===== config.mk =====
export PLATFORM = sky130hd
export DESIGN_NAME = pakin
export DESIGN_NICKNAME = d
export VERILOG_FILES = /design/src/rtl/pakin.sv
export SDC_FILE = /design/constraint.sdc
export NUM_CORES = 1
export LEC_CHECK = 0
export ABC_CLOCK_PERIOD_IN_PS = 2200
export CORE_ASPECT_RATIO = 0.7
export CORE_UTILIZATION = 25
export CTS_CLUSTER_DIAMETER = 30
export DETAILED_ROUTE_END_ITERATION = 8
export GPL_ROUTABILITY_DRIVEN = 0
export PLACE_DENSITY_LB_ADDON = 0.08
export RECOVER_POWER = 100
export REMOVE_ABC_BUFFERS = 1
export SKIP_CTS_REPAIR_TIMING = 1
export SYNTH_ARGS = -nofsm -noshare
export SYNTH_HDL_FRONTEND = slang
export SYNTH_SLANG_ARGS = --single-unit

===== constraint.sdc =====
create_clock -name i_clk -period 2.2 [get_ports i_clk]
set_input_delay 0.22 -clock i_clk [delete_from_list [all_inputs] [get_ports i_clk]]
set_output_delay 0.22 -clock i_clk [all_outputs]
set_load 0.01 [all_outputs]

===== src/rtl/pakin.sv =====
// Fragment receiver: reassembles NFRG fragments per packet, buffers whole packets in a
// FIFO and re-emits each one as a single parallel 4-phase message.
module pakin #(
  parameter int unsigned ASZ   = 6,
  parameter int unsigned DSZ   = 4,
  parameter int unsigned RSZ   = 4,
  parameter int unsigned PSZ   = 20,
  parameter int unsigned FSZ   = 5,
  parameter int unsigned DEPTH = 4
) (
  input  logic           i_clk,
  input  logic           reset,
  output logic           ready,
  input  logic [FSZ-1:0] rcv0_pakio,
  input  logic           rcv0_req,
  output logic           rcv0_ack,
  output logic [ASZ-1:0] snd0_src,
  output logic [ASZ-1:0] snd0_dst,
  output logic [DSZ-1:0] snd0_dat,
  output logic [RSZ-1:0] snd0_red,
  output logic           snd0_req,
  input  logic           snd0_ack
);

  localparam int unsigned NFRG = PSZ / FSZ;
  localparam int unsigned CW   = (NFRG > 1) ? $clog2(NFRG) : 1;
  localparam int unsigned PW   = (DEPTH > 1) ? $clog2(DEPTH) : 1;
  localparam int unsigned NW   = PW + 1;
  localparam int unsigned AW   = PSZ - FSZ;

  logic           ready_q;
  logic           ack_q, ack_d;
  logic [CW-1:0]  cnt_q, cnt_d;
  logic [AW-1:0]  asm_q, asm_d;
  logic [PW-1:0]  head_q, head_d, tail_q, tail_d;
  logic [NW-1:0]  count_q, count_d;
  logic [PSZ-1:0] mem_q [DEPTH];
  logic [PSZ-1:0] out_q, out_d;
  logic           sreq_q, sreq_d;

  logic           full, empty, last, cap, push, pop, load;
  logic [PSZ-1:0] frame;

  always_comb begin
    full    = (count_q == NW'(DEPTH));
    empty   = (count_q == '0);
    last    = (cnt_q == CW'(NFRG - 1));
    frame   = {asm_q, rcv0_pakio};
    // Only the last fragment can stall: it must land in the FIFO on its capture edge.
    cap     = ready_q && rcv0_req && !ack_q && !(last && full);
    push    = cap && last;
    pop     = ready_q && sreq_q && snd0_ack;
    load    = ready_q && !empty && !sreq_q && !snd0_ack;

    ack_d   = ack_q;
    cnt_d   = cnt_q;
    asm_d   = asm_q;
    head_d  = head_q;
    tail_d  = tail_q;
    count_d = count_q;
    out_d   = out_q;
    sreq_d  = sreq_q;

    if (cap) begin
      ack_d = 1'b1;
      asm_d = frame[AW-1:0];
      cnt_d = last ? '0 : cnt_q + 1'b1;
    end else if (ready_q && !rcv0_req && ack_q) begin
      ack_d = 1'b0;
    end

    if (push) head_d = head_q + 1'b1;
    if (pop)  tail_d = tail_q + 1'b1;
    if (push && !pop)      count_d = count_q + 1'b1;
    else if (pop && !push) count_d = count_q - 1'b1;

    if (load) begin
      out_d  = mem_q[tail_q];
      sreq_d = 1'b1;
    end else if (pop) begin
      sreq_d = 1'b0;
    end
  end

  always_ff @(posedge i_clk) begin
    if (reset) begin
      ready_q <= 1'b0;
      ack_q   <= 1'b0;
      cnt_q   <= '0;
      asm_q   <= '0;
      head_q  <= '0;
      tail_q  <= '0;
      count_q <= '0;
      out_q   <= '0;
      sreq_q  <= 1'b0;
    end else begin
      ready_q <= 1'b1;
      ack_q   <= ack_d;
      cnt_q   <= cnt_d;
      asm_q   <= asm_d;
      head_q  <= head_d;
      tail_q  <= tail_d;
      count_q <= count_d;
      out_q   <= out_d;
      sreq_q  <= sreq_d;
    end
  end

  // Storage needs no reset: entries are only read after being written.
  always_ff @(posedge i_clk) begin
    if (!reset && push) mem_q[head_q] <= frame;
  end

  assign ready    = ready_q;
  assign rcv0_ack = ack_q;
  assign snd0_req = sreq_q;
  assign snd0_src = out_q[PSZ-1 -: ASZ];
  assign snd0_dst = out_q[PSZ-ASZ-1 -: ASZ];
  assign snd0_dat = out_q[RSZ +: DSZ];
  assign snd0_red = out_q[RSZ-1:0];

endmodule


==> summary.md, run 1 <==
| Metric | Value |
|---|---|
| Final Non-Filler Cells | `661` |
| F_max | `480 MHz` |
| Avg Inst Size Synth | `14.7 um^2` |
| CP max FO | `4` |
| Sequential share of the synthesized area | `68.7%` |
| Design Power | `5430 uW` |
| Max VDD drop | `0.395 mV` |
| Final slew viol count | `0` |
| Drt wl/cell | `17.8 um` |
| HP Start | `reset` |
| CP Capture Type | `flip-flop` |
| Status | `completed` |
| Die Footprint | `20000 um^2` |
| Die X-Extent | `169 um` |
| GRT Util Overall | `12.6%` |
| Cell accounting for the most synthesized area | `edfxtp_1` |
| Static Leak | `0.00195 uW` |
| Most frequent cells in the layout | `80 x edfxtp_1, 47 x dfxtp_1, 39 x a21oi_1` |
| Antenna Violating Nets Remaining | `0` |
| Sequential power share | `46.7%` |
| Worst-path clk slew | `0.06 ns` |
| Worst r2r src | `cnt_q[0]$_SDFFE_PP0N_` |
| Combinational power share | `2.0%` |
| Max_cap viols | `0` |
| PortBufs | `31` |
| Placement row count | `42` |
| Internal | `4330 uW` |
| DIE HEIGHT | `119 um` |
| Most common cell after layout, fill and taps aside | `edfxtp_1` |
| Hold_ws | `0.0380 ns` |
| CTS sink count | `127` |
| Number of CTS-inserted buffers | `17` |
| Critical path class | `flip-flop to flip-flop` |
| H-tree level count | `4` |
| Total Wirelength | `11.8 mm` |
| FF-to-FF setup slack | `0.12 ns` |
| Clk_lat worst skew | `0.41 ns` |
| Switching portion of total power | `20.2%` |
| NetSw | `1100 uW` |
| # setup viols final | `0` |
| CTS tree | `yes` |
| Final Cycle Share | `94.7%` |
| Vias in the first global route | `3029` |
| Total number of yosys warnings | `0` |
| Top-area cell type share of the netlist area | `49.4%` |
| Drt first pass iters | `4` |
| P per Cell Area | `872 nW/um^2` |
| Post-Place Cells | `628` |
| WP data arrival | `2.42 ns` |
| EDFF count, synth | `80` |
| Mapped cell area | `4860 um^2` |
| Initial antenna violation count | `0` |
| Unique masters post-synth | `34` |
| DRT iter0 DRCs | `130` |
| Core Area | `19000 um^2` |
| Dominant cells by area after synthesis | `edfxtp_1 49%, dfxtp_1 19%, mux4_2 9.3%, a21oi_1 4.0%, nand3_1 3.8%` |
| DP Wirelength | `6.84 mm` |
| Synth Instances | `331` |
| Final hold vios | `0` |
| Vias per inst | `4.42` |
| FF+latch count, synth | `127` |
| Clock Path Buffers | `2` |
| First-pass GRT wire length | `18.1 mm` |
| Clk root buf | `clkbuf_16` |
| Setup crit start kind | `flip-flop` |
| Worst-Margin Slew | `0.601 ns` |
| Ports | `32` |
| Largest net degree at the start of global routing | `49` |
| Share of layout cells above drive strength 1 | `20.2%` |
| Required time worst endpoint | `2.54 ns` |
| Relative slew slack | `59.9%` |
| # nets final | `400` |
| Clock power share | `51.3%` |
| Total grt overflow | `0` |
| P&R area growth vs syn | `28.0%` |
| Starting Density | `25.6%` |
| # diodes | `0` |
| Main synth FF type | `edfxtp_1` |
| Final Skew | `0.00649 ns` |
| Min-delay worst type | `input pin to flip-flop` |
| Via count | `2919` |
| Worst Setup SP | `cnt_q[0]$_SDFFE_PP0N_` |
| FFs w/ async S/R, synth | `0%` |
| DRC Markers | `0` |
| Tmin final | `2.08 ns` |
## final cells by class
type / instances / area (um^2)
fill: 1866 / 12700
sequential: 127 / 3340
multi-input combinational: 176 / 1380
timing repair buffer: 58 / 577
clock buffer: 20 / 437
tap: 264 / 330
clock inverter: 12 / 144
inverter: 4 / 15.0
## cell families after synthesis
kind of cell	synth area share [%]
AO/OA/AOI/OAI	8.23
XOR/XNOR	0.720
adder cells (fa/ha/maj)	1.96
buffers and inverters	3.11
flip-flops	68.7
multiplexers	9.78
AND/OR/NAND/NOR	7.46
## worst max-delay path, cell delays in order (launching register included)
cell and delay (ns):
dfxtp_1 0.35, ha_2 0.19, buf_4 0.12, and3_4 0.18
ha_2 0.18, inv_1 0.05, fa_1 0.36, xor2_1 0.15
or3_1 0.30, a21oi_1 0.12
## per-stage QoR
stage	setup TNS, ns	setup WS, ns	util (%)	cell area (um^2)
after global placement	-0.103	-0.103	29.7	5640
final	0	0.117	32.8	6220
after CTS	0	0.0334	32.8	6220
after detailed placement	-0.171	-0.171	29.7	5640
after global routing	-0.000739	-0.000739	32.8	6220
after floorplan	-3.31	-0.296	-	4730
## per-layer routing
| layer | global-route usage [%] | up-vias | part of all wire (%) |
|---|---|---|---|
| li1 | - | 1373 | - |
| met1 | 17.4 | 1497 | 51 |
| met2 | 18.7 | 39 | 45 |
| met3 | 3.05 | 10 | 2.9 |
| met4 | 5.28 | 0 | 1.1 |
| met5 | 0 | - | 0 |
## sequential cells by signal (all words and copies together), names as in the netlist
signal and flops:
count_q 3, head_q 2, ready 1, cnt_q 2
asm_q 15, mem_q 80, out_q 20, tail_q 2
rcv0_ack 1, snd0_req 1
## path summary, 6_finish.rpt
| check | cells after the start | endpoint |
|---|---|---|
| setup / recovery | 9 | count_q[2]$_SDFFE_PP0P_ |
| hold / removal | 2 | ready$_DFF_P_ |
| setup reg to reg | 9 | count_q[2]$_SDFFE_PP0P_ |
| hold reg to reg | 2 | out_q[12]$_SDFFE_PP0P_ |
## power groups by stage
stage / clock [uW] / combinational, uW / sequential (uW)
after CTS: 2850 / 114 / 2540
after global placement: 0 / 112 / 2590
after floorplan: 0 / 31.1 / 2590
after global routing: 2950 / 120 / 2540
after detailed placement: 0 / 114 / 2590
final: 2780 / 108 / 2540
## cell usage after synthesis, drive strengths merged, types with 2 or more instances
| master | instances |
|---|---|
| nand3 | 37 |
| mux4 | 20 |
| ha | 6 |
| buf | 15 |
| nand4 | 2 |
| o21ai | 38 |
| edfxtp | 80 |
| nor2 | 7 |
| and3 | 5 |
| nor3 | 2 |
| or3 | 3 |
| dfxtp | 47 |
| a21oi | 39 |
| xor2 | 4 |
| nor2b | 2 |
| inv | 4 |
| clkbuf | 9 |
No activity file was read; power rests on OpenSTA's default activity.
==> inputs of run 2 (changes only) <==
--- a/config.mk
+++ b/config.mk
@@ -7,10 +7,11 @@
 export LEC_CHECK = 0
 export ABC_CLOCK_PERIOD_IN_PS = 2200
 export CORE_ASPECT_RATIO = 0.7
-export CORE_UTILIZATION = 25
+export CORE_UTILIZATION = 40
 export CTS_CLUSTER_DIAMETER = 30
 export DETAILED_ROUTE_END_ITERATION = 8
 export GPL_ROUTABILITY_DRIVEN = 0
+export GPL_TIMING_DRIVEN = 0
 export PLACE_DENSITY_LB_ADDON = 0.08
 export RECOVER_POWER = 100
 export REMOVE_ABC_BUFFERS = 1
==> summary.md, run 2 (same netlist as run 1, synthesis figures left out) <==
| Metric | Value |
|---|---|
| H-tree level count | `4` |
| Design Power | `5510 uW` |
| Die Footprint | `12600 um^2` |
| Final slew viol count | `0` |
| First-pass GRT wire length | `15.6 mm` |
| Clk_lat worst skew | `0.40 ns` |
| Largest regs | `mem_q: 80 flops, out_q: 20 flops, asm_q: 15 flops` |
| Critical path class | `flip-flop to flip-flop` |
| Layout fillers | `994` |
| PortBufs | `31` |
| GRT Util Overall | `17.1%` |
| Max_cap viols | `0` |
| RSZ-0062 raised after global routing | `no` |
| CTS sink count | `127` |
| Tmin final | `2.13 ns` |
| Final hold vios | `0` |
| Total grt overflow | `0` |
| Min-delay worst type | `input pin to flip-flop` |
| CTS tree | `yes` |
| DP Wirelength | `5.49 mm` |
| DRC Markers | `0` |
| CP Capture Type | `flip-flop` |
| Relative slew slack | `21.2%` |
| FF-to-FF setup slack | `0.07 ns` |
| Post-Place Cells | `498` |
| Worst-Margin Slew | `1.18 ns` |
| Share of layout cells above drive strength 1 | `19.8%` |
| Clk root buf | `clkbuf_16` |
| F_max | `469 MHz` |
| WP data arrival | `2.47 ns` |
| Max reg flops | `80` |
| Max VDD drop | `0.609 mV` |
| Worst Setup SP | `ready$_DFF_P_` |
| Sequential Area | `3350 um^2` |
| Drt wl/cell | `18.8 um` |
| Final Skew | `0.00622 ns` |
| Worst r2r src | `ready$_DFF_P_` |
| Largest net degree at the start of global routing | `42` |
| Final Non-Filler Cells | `536` |
| Most common cell after layout, fill and taps aside | `edfxtp_1` |
| R2R depth | `8` |
| # nets final | `382` |
| # setup viols final | `0` |
| Vias in the first global route | `2785` |
| Status | `completed` |
| Starting Density | `41.3%` |
| P&R area growth vs syn | `22.9%` |
| Ports | `32` |
| Setup crit start kind | `flip-flop` |
| Required time worst endpoint | `2.53 ns` |
| Crit path to | `count_q[2]$_SDFFE_PP0P_` |
| Combined area of the multi-input logic cells | `1420 um^2` |
| Clock Path Buffers | `2` |
| Number of CTS-inserted buffers | `17` |
| Total Wirelength | `10.1 mm` |
| Worst-path clk slew | `0.06 ns` |
| Largest Register | `mem_q` |
| DIE HEIGHT | `94.3 um` |
| Final Cycle Share | `96.9%` |
| Vias per inst | `5.30` |
| Static Leak | `0.00194 uW` |
| CP max FO | `9` |
| Most frequent cells in the layout | `80 x edfxtp_1, 41 x dfxtp_1, 39 x a21oi_1` |
| DRT iter0 DRCs | `252` |
| End-of-flow core utilization | `50.8%` |
| Initial antenna violation count | `0` |
| P per Cell Area | `922 nW/um^2` |
| Via count | `2843` |
| Drt first pass iters | `4` |
| Die X-Extent | `134 um` |
| Antenna Violating Nets Remaining | `0` |
| Core Area | `11800 um^2` |
| # diodes | `0` |
| Worst r2r dst | `count_q[2]$_SDFFE_PP0P_` |
| Placement row count | `33` |
==> run 2: power by group <==
group | internal [uW] | total (uW) | switching (uW)
registers | 2530 | 2540 | 13.5
logic | 37.0 | 101 | 64.5
clock network | 1880 | 2870 | 994
total | 4440 | 5510 | 1070
==> run 2: worst min path at each step <==
stage                                 startpoint                endpoint  slack (ns)  cells past startpoint
after floorplan                            reset   asm_q[0]$_SDFFE_PP0N_        0.29                      1
after global placement    out_q[13]$_SDFFE_PP0P_  out_q[13]$_SDFFE_PP0P_        0.46                      2
after detailed placement   out_q[3]$_SDFFE_PP0P_   out_q[3]$_SDFFE_PP0P_        0.47                      2
after CTS                                  reset  asm_q[12]$_SDFFE_PP0N_        0.12                      2
after global routing                       reset  asm_q[12]$_SDFFE_PP0N_        0.13                      2
final                                      reset  asm_q[12]$_SDFFE_PP0N_        0.13                      2
==> run 2: worst max-delay path, stage by stage (launching register included) <==
cell     delay [ns]
dfxtp_2        0.40
and3b_4        0.24
and3_4         0.21
ha_2           0.18
inv_1          0.05
fa_1           0.37
xor2_1         0.16
or3_1          0.31
a21oi_1        0.14
==> run 2: routing by layer <==
layer  global-route usage [%]  wire (um)  up-vias
met5                        0          0        -
met4                     5.78         56        0
met3                     4.75        361        8
met2                     27.2       4730       53
met1                     22.7       4920     1436
li1                         -          -     1346
==> run 2: final cells by class <==
cell class	instances	share of cell area, %
clock buffers	19	7.24
clock inverters	13	2.85
inverters	4	0.251
multi-input cells	176	23.8
flip-flops and latches	127	56.0
well taps	157	3.29
repair buffers	40	6.57
==> run 2: metrics by stage <==
step | instance area [um^2] | setup TNS, ns | hold slack, ns | setup slack [ns]
after floorplan | 4730 | -3.31 | 0.289 | -0.296
after detailed placement | 5290 | -87.05 | 0.467 | -1.06
after global routing | 5980 | 0 | 0.126 | 0.00209
after CTS | 5890 | -85.79 | 0.123 | -1.05
final | 5980 | 0 | 0.126 | 0.0671
after global placement | 5230 | -133.84 | 0.461 | -1.47
==> inputs of run 3 (changes only) <==
--- a/config.mk
+++ b/config.mk
@@ -7,7 +7,7 @@
 export LEC_CHECK = 0
 export ABC_CLOCK_PERIOD_IN_PS = 2200
 export CORE_ASPECT_RATIO = 0.7
-export CORE_UTILIZATION = 40
+export CORE_UTILIZATION = 51
 export CTS_CLUSTER_DIAMETER = 30
 export DETAILED_ROUTE_END_ITERATION = 8
 export GPL_ROUTABILITY_DRIVEN = 0
==> summary.md, run 3 (same netlist as run 1, synthesis figures left out) <==
| Metric | Value |
|---|---|
| Largest net degree at the start of global routing | `50` |
| Vias per inst | `5.64` |
| Final slew viol count | `0` |
| Crit-path slowest cell | `fa_1` |
| NetSw | `998 uW` |
| Initial antenna violation count | `0` |
| Min-delay worst type | `input pin to flip-flop` |
| CTS tree | `yes` |
| Tmin final | `2.17 ns` |
| Combinational power share | `1.9%` |
| Relative slew slack | `27.7%` |
| RSZ-0062 raised after global routing | `yes` |
| Cell mode on critical path | `ha_2` |
| Most frequent cells in the layout | `80 x edfxtp_1, 44 x dfxtp_1, 39 x a21oi_1` |
| Share of layout cells above drive strength 1 | `18.1%` |
| Die Footprint | `9940 um^2` |
| Die X-Extent | `119 um` |
| Number of CTS-inserted buffers | `17` |
| Drt wl/cell | `18.9 um` |
| First-pass GRT wire length | `15.4 mm` |
| Sequential power share | `48.8%` |
| Ports | `32` |
| Static Leak | `0.00183 uW` |
| Worst-path clk slew | `0.05 ns` |
| Layout fillers | `675` |
| WP data arrival | `2.51 ns` |
| Setup crit start kind | `flip-flop` |
| Post-Place Cells | `465` |
| Hold_ws | `0.264 ns` |
| Switching portion of total power | `19.2%` |
| DIE HEIGHT | `83.7 um` |
| Most common cell after layout, fill and taps aside | `edfxtp_1` |
| P&R area growth vs syn | `20.2%` |
| Clk_lat worst skew | `0.41 ns` |
| Max reg flops | `80` |
| CP max FO | `7` |
| # setup viols final | `0` |
| Largest Register | `mem_q` |
| CTS sink count | `127` |
| Clock power share | `49.3%` |
| # diodes | `0` |
| Required time worst endpoint | `2.54 ns` |
| Vias in the first global route | `2894` |
| Clk root buf | `clkbuf_16` |
| # nets final | `380` |
| H-tree level count | `4` |
| End-of-flow core utilization | `64.0%` |
| Clock Path Buffers | `2` |
| PortBufs | `31` |
| Largest regs | `mem_q: 80 flops, out_q: 20 flops, asm_q: 15 flops` |
| P per Cell Area | `891 nW/um^2` |
| Max_cap viols | `0` |
| F_max | `460 MHz` |
| Placement row count | `29` |
| Max VDD drop | `0.935 mV` |
| Critical path class | `flip-flop to flip-flop` |
| Final Non-Filler Cells | `500` |
| Status | `completed` |
| DRT iter0 DRCs | `178` |
| DRC Markers | `0` |
| Critical Path, Cell by Cell | `ha_2 > nand4bb_4 > and3_4 > ha_2 > inv_1 > fa_1 > xor2_1 > or3_1 > a21oi_1` |
| Via count | `2822` |
| DP Wirelength | `5.28 mm` |
| Total grt overflow | `0` |
| CP Capture Type | `flip-flop` |
| Core Area | `9140 um^2` |
| Starting Density | `53.2%` |
| Final Cycle Share | `98.7%` |
| Antenna Violating Nets Remaining | `0` |
| Critical path's largest stage delay | `0.37 ns` |
| Worst-Margin Slew | `1.08 ns` |
| Total Wirelength | `9.47 mm` |
| Drt first pass iters | `4` |
| Final Skew | `0.00639 ns` |
| GRT Util Overall | `21.3%` |
| Final hold vios | `0` |
| Internal | `4210 uW` |
==> run 3: changes by cell type in the layout (fill, tap and decap cells not counted), moves of 2 or more <==
| cell | previous run | this run |
|---|---|---|
| bufinv_16 | 4 | 2 |
| clkdlybuf4s50_1 | 4 | 25 |
| dlygate4sd3_1 | 26 | 5 |
| clkinv_1 | 3 | 1 |
| clkbuf_1 | 3 | 6 |
| dfxtp_2 | 6 | 3 |
| dfxtp_1 | 41 | 44 |
==> run 3: cell type report <==
cell class	instances	area (um^2)	share of cell area, %
Sequential cell	127	3350	57.2
Clock inverter	8	91.3	1.56
Inverter	4	15.0	0.257
Clock buffer	23	448	7.66
Multi-Input combinational cell	176	1410	24.1
Timing Repair Buffer	38	382	6.53
Tap cell	124	155	2.65
==> run 3: through the flow <==
stage / worst slack (ns) / TNS, ns / cell area [um^2] / total power (uW)
finish: 0.0276 / 0 / 5850 / 5210
floorplan: -0.296 / -3.31 / 4730 / 2620
global route: -0.125 / -0.125 / 5850 / 5350
global placement: -1.31 / -117.15 / 5190 / 2680
CTS: -0.894 / -71.88 / 5790 / 5240
detailed placement: -0.963 / -78.89 / 5250 / 2690
==> run 3: power groups by stage <==
stage / sequential [uW] / clock, uW / combinational [uW]
6_report: 2540 / 2570 / 101
5_1_grt: 2540 / 2700 / 110
4_1_cts: 2540 / 2600 / 97.9
3_5_place_dp: 2590 / 0 / 97.4
3_3_place_gp: 2590 / 0 / 88.4
2_1_floorplan: 2590 / 0 / 31.1
==> run 3: per-layer routing <==
| metal | vias up | track usage, % | share of wire (%) |
|---|---|---|---|
| li1 | 1342 | - | - |
| met1 | 1410 | 28.3 | 47 |
| met2 | 64 | 33.3 | 49 |
| met3 | 6 | 6.01 | 4.0 |
| met4 | 0 | 8.29 | 0.51 |
| met5 | - | 0 | 0 |
==> run 3: critical path: cells and delay by family (launching register included) <==
kind / cells / cell delay [ns]
flops: 1 / 0.32
xor+xnor: 1 / 0.16
buf+inv: 1 / 0.05
fa+ha+maj: 3 / 0.79
simple gates: 3 / 0.65
compound gates: 1 / 0.13
==> run 3: worst paths after layout <==
| path | depth (start not counted) | start | slack (ns) | to |
|---|---|---|---|---|
| worst min register to register | 2 | out_q[4]$_SDFFE_PP0P_ | 0.47 | out_q[4]$_SDFFE_PP0P_ |
| worst max-delay path | 9 | cnt_q[0]$_SDFFE_PP0N_ | 0.03 | count_q[2]$_SDFFE_PP0P_ |
| worst min-delay path | 3 | reset | 0.26 | asm_q[3]$_SDFFE_PP0N_ |
| worst max register to register | 9 | cnt_q[0]$_SDFFE_PP0N_ | 0.03 | count_q[2]$_SDFFE_PP0P_ |
